===== src/rtl/mem_arb.sv =====
// mem_arb: round-robin arbiter sharing one single-port synchronous SRAM
// between an instruction-fetch port and a load/store data port.
module mem_arb #(
  parameter int DATA_W = 16,
  parameter int ADDR_W = 16
) (
  input  logic              clk,
  input  logic              rst_n,
  input  logic              i_req,
  input  logic [ADDR_W-1:0] i_addr,
  output logic [DATA_W-1:0] i_rdata,
  output logic              i_ack,
  input  logic              d_req,
  input  logic              d_we,
  input  logic [ADDR_W-1:0] d_addr,
  input  logic [DATA_W-1:0] d_wdata,
  output logic [DATA_W-1:0] d_rdata,
  output logic              d_ack,
  output logic              m_en,
  output logic              m_we,
  output logic [ADDR_W-1:0] m_addr,
  output logic [DATA_W-1:0] m_wdata,
  input  logic [DATA_W-1:0] m_rdata
);
  typedef enum logic [1:0] {IDLE, ISSUE, CAPT} state_t;
  state_t r_state, w_state_nx;
  logic r_own_d, r_last_d, r_store, r_i_ack, r_d_ack, r_m_en, r_m_we;
  logic [DATA_W-1:0] r_i_rdata, r_d_rdata, r_m_wdata;
  logic [ADDR_W-1:0] r_m_addr;
  logic w_el_i, w_el_d, w_grant, w_pick_d;
  // A port being acked this cycle sees its next request only one cycle later
  assign w_el_i = i_req & ~r_i_ack;
  assign w_el_d = d_req & ~r_d_ack;
  assign w_grant = (r_state == IDLE) & (w_el_i | w_el_d);
  assign w_pick_d = w_el_d & (~w_el_i | ~r_last_d);
  always_comb begin
    w_state_nx = (r_state == IDLE) ? (w_grant ? ISSUE : IDLE) : (r_state == ISSUE) ? CAPT : IDLE;
  end
  always_ff @(posedge clk or negedge rst_n) begin
    if (!rst_n) r_state <= IDLE;
    else r_state <= w_state_nx;
  end
  always_ff @(posedge clk or negedge rst_n) begin
    if (!rst_n) begin
      r_own_d   <= 1'b0;
      r_last_d  <= 1'b0;
      r_store   <= 1'b0;
      r_i_ack   <= 1'b0;
      r_d_ack   <= 1'b0;
      r_m_en    <= 1'b0;
      r_m_we    <= 1'b0;
      r_m_addr  <= '0;
      r_m_wdata <= '0;
      r_i_rdata <= '0;
      r_d_rdata <= '0;
    end else begin
      r_m_en  <= w_grant;
      r_m_we  <= w_grant & w_pick_d & d_we;
      r_i_ack <= (r_state == CAPT) & ~r_own_d;
      r_d_ack <= (r_state == CAPT) & r_own_d;
      if (w_grant) begin
        r_own_d   <= w_pick_d;
        r_store   <= w_pick_d & d_we;
        r_m_addr  <= w_pick_d ? d_addr : i_addr;
        r_m_wdata <= w_pick_d ? d_wdata : '0;
      end
      if (r_state == CAPT) begin
        r_last_d <= r_own_d;
        if (!r_own_d) r_i_rdata <= m_rdata;
        if (r_own_d && !r_store) r_d_rdata <= m_rdata;
      end
    end
  end
  assign i_rdata = r_i_rdata;
  assign d_rdata = r_d_rdata;
  assign i_ack   = r_i_ack;
  assign d_ack   = r_d_ack;
  assign m_en    = r_m_en;
  assign m_we    = r_m_we;
  assign m_addr  = r_m_addr;
  assign m_wdata = r_m_wdata;
endmodule

===== config.mk =====
export PLATFORM = sky130hd
export DESIGN_NAME = mem_arb
export DESIGN_NICKNAME = d
export VERILOG_FILES = /design/src/rtl/mem_arb.sv
export SDC_FILE = /design/constraint.sdc
export NUM_CORES = 1
export LEC_CHECK = 0
export BUFFER_PORTS_ARGS = -buffer_cell sky130_fd_sc_hd__buf_2
export CAP_MARGIN = 20
export CORE_MARGIN = 2
export CORE_UTILIZATION = 51
export DETAILED_ROUTE_END_ITERATION = 8
export HOLD_SLACK_MARGIN = 0.06
export PLACE_DENSITY = 0.83
export SLEW_MARGIN = 20
export SYNTH_ARGS = -nofsm -noshare
export SYNTH_HDL_FRONTEND = slang
export SYNTH_SLANG_ARGS = --single-unit

===== constraint.sdc =====
create_clock -name clk -period 2.15 [get_ports clk]
set_input_delay 0.43 -clock clk [delete_from_list [all_inputs] [get_ports clk]]
set_output_delay 0.43 -clock clk [all_outputs]
set_load 0.03 [all_outputs]

==> results.sh <==
export IMPL_cp_end_kind="flip-flop"
export IMPL_finalCriticalPeriod_ps=1670
export IMPL_netlist_instances=222
export IMPL_postCtsHoldBufs=0
export IMPL_num_vias=2464
export IMPL_regArea_um2=1800
export IMPL_cap_violations=0
export IMPL_critPathLaunchType="flip-flop"
export IMPL_path_clk_slew_ps=80
export IMPL_synthSimpleGateAreaFrac=0.0764
export IMPL_cts_htree_levels=3
export IMPL_synthFlopType="dfrtp_1"
export IMPL_grt_pass1_vias=2327
export IMPL_synthAdderAreaFrac=0
export IMPL_slew_headroom=0.532
export IMPL_fillCellCount=435
export IMPL_async_flop_share=1.00
export IMPL_synth_top_family_by_area="compound AO/OA/AOI/OAI gates"
export IMPL_p_comb_frac=0.516
export IMPL_initial_core_util=0.526
export IMPL_synth_xor_area_frac=0
export IMPL_synth_cell_types=25
export IMPL_yosysMostFrequentCell="dfrtp_1"
export IMPL_finClkSkew_ps=10.2
export IMPL_die_y_um=82.1
export IMPL_cts_tree="yes"
export IMPL_synth_top_cell_area_share=0.579
export IMPL_drtPass1Iterations=4
export IMPL_r2r_start="r_state[0]$_DFF_PN0_"
export IMPL_worst_path_max_fanout=19
export IMPL_worstPathRequired_ps=2400
export IMPL_grt_total_usage=0.221
export IMPL_synth_area_leaders="dfrtp_1 58%, mux2_2 11%, a22o_1 4.8%"
export IMPL_clkPwrFrac=0.143
export IMPL_clock_sinks=72
export IMPL_maxSlewViolCount=0
export IMPL_yosysWarnings=0
export IMPL_p_int_mw=3.81
export IMPL_dpl_hpwl_um=4960
export IMPL_top_layer="met4"
export IMPL_timing_setup_tns_ps=0
export IMPL_finalHoldViolCount=0
export IMPL_swShare=0.449
export IMPL_diodes=0
export IMPL_met3WireLength_um=753
export IMPL_syn_to_final_growth_pct=29.7
export IMPL_viasPerCell=5.61
export IMPL_post_route_drc_count=0
export IMPL_max_vdd_ir_drop_v=0.000955
export IMPL_hold_class="primary input to asynchronous set/reset pin"
export IMPL_die_w_um=82.1
export IMPL_rr_worst_depth=4
export IMPL_crit_family="compound AO/OA/AOI/OAI gates"
export IMPL_post_route_period_util=0.777
export IMPL_antenna_left=0
export IMPL_ios=137
export IMPL_rsz0062_at_grt="false"
export IMPL_numCtsBuffers=9
export IMPL_grt_start_max_net_pins=73
export IMPL_fin_nets=428
export IMPL_cts_resized=0
export IMPL_core_area_um2=5920
export IMPL_antenna_found_initial=0
export IMPL_worst_setup_path_type="flip-flop to flip-flop"
export IMPL_finalPower_mw=6.91
export IMPL_switchingPower_mw=3.10
export IMPL_r2r_end="m_addr[3]$_DFFE_PN0P_"
export IMPL_max_stage_delay_ps=430
export IMPL_met2_length_um=3450
export IMPL_syn_area_um2=3110
export IMPL_slowest_stage="dfrtp_1"
export IMPL_muxShareOfSynthArea=0.116
export IMPL_yosys_area_top_type="dfrtp_1"
export IMPL_avgSynthCellArea_um2=14.0
export IMPL_rows=28
export IMPL_synth_compound_area_frac=0.187
export IMPL_clock_latency_ps=340
export IMPL_outcome="completed"
export IMPL_sequentialPowerShare=0.341
export IMPL_synth_edf_count=0
export IMPL_root_buffer="clkbuf_8"
export IMPL_gp_routability_congestion=0.712
export IMPL_power_density_nw_per_um2=1710
export IMPL_critPathLaunch="r_state[0]$_DFF_PN0_"
export IMPL_setup_violations=0
export IMPL_routedWlPerCell_um=16.6
export IMPL_yosysSeqAreaShare=0.579
export IMPL_postSynthNetCount=291
export IMPL_grt_overflow=0
export IMPL_dieArea_um2=6740
export IMPL_p_leak_nw=2.02
export IMPL_cp_depth=4
export IMPL_wl_met1_um=3040
export IMPL_clockBufferDepth=2
export IMPL_drive_above_1_share=0.560
export IMPL_drtIter0Drc=89
export IMPL_grt_pass1_wl_um=11200
export IMPL_fin_util=0.682
export IMPL_fmax_ghz=0.599
export IMPL_portBuffers=136
export IMPL_drt_wl_total_um=7290
export IMPL_path_buf_inv=1
export IMPL_rrSetupSlack_ps=480
export IMPL_endpoint="m_addr[3]$_DFFE_PN0P_"
export IMPL_synth_common_cells="72 x dfrtp_1, 30 x mux2_2, 17 x a22o_1, 17 x and3b_1"
export IMPL_crit_arrival_ps=1920
export IMPL_worstPathCellList="or2_1, a21o_1, inv_6, a2bb2oi_1"
export IMPL_ys_ff_latch=72
export IMPL_tightest_slew_ps=702
export IMPL_multi_input_area_um2=1180
export IMPL_postCtsSetupRepairBufs=0
cells in the final DEF, fill, tap and decap left out, types with 7 or more instances in the layout:
cell	count
a22o_1	17
clkbuf_8	10
buf_4	8
a221oi_1	16
and3b_1	17
a2bb2oi_2	9
buf_2	136
mux2_2	30
dfrtp_1	72
o21ai_0	16
a2bb2oi_1	7
power groups by stage:
stage               clock network (mW)  registers, mW  logic, mW
finish                           0.987           2.36       3.56
global route                      1.08           2.43       3.78
CTS                               1.02           2.36       3.60
detailed placement                   0           2.37       3.60
global placement                     0           2.34       3.50
floorplan                            0           3.54       1.47
registers in the layout, indices dropped and copies added, names as in the netlist:
name	cells
d_ack	1
i_rdata	16
i_ack	1
m_wdata	16
d_rdata	16
r_state	2
r_own_d	1
m_we	1
r_store	1
r_last_d	1
m_addr	16
per-stage QoR:
| stage | instance area (um^2) | std cells | worst slack, ps | hold WS (ps) |
|---|---|---|---|---|
| after floorplan | 3110 | 222 | 502 | 134 |
| after detailed placement | 3850 | 423 | 303 | 475 |
| after CTS | 4040 | 439 | 449 | 116 |
| after global routing | 4040 | 439 | 382 | 134 |
| final | 4040 | 439 | 480 | 106 |
| after global placement | 3850 | 423 | 370 | 463 |
layout make-up:
class / count / area share
timing repair buffer: 145 / 0.189
clock inverter: 6 / 0.0124
sequential: 72 / 0.447
tap: 75 / 0.0233
inverter: 2 / 0.00310
multi-input combinational: 129 / 0.292
clock buffer: 10 / 0.0341
how the worst min path moves through the flow:
stage | from | end | depth (start not counted)
CTS | rst_n | i_rdata[2]$_DFFE_PN0P_ | 2
detailed placement | r_state[1]$_DFF_PN0_ | r_state[1]$_DFF_PN0_ | 1
finish | rst_n | m_addr[15]$_DFFE_PN0P_ | 2
global route | rst_n | d_ack$_DFF_PN0_ | 2
floorplan | rst_n | d_ack$_DFF_PN0_ | 0
global placement | i_rdata[11]$_DFFE_PN0P_ | i_rdata[11]$_DFFE_PN0P_ | 1
kinds of logic after synthesis:
logic type | Yosys count
flops | 72
compound gates | 67
mux | 32
simple gates | 30
buf+inv | 21
per-layer routing:
metal	global-route usage	up-vias
li1	-	1118
met1	0.276	1209
met2	0.363	131
met3	0.0804	6
met4	0.0600	0
met5	0	-
(Power assumes the default switching activity.)
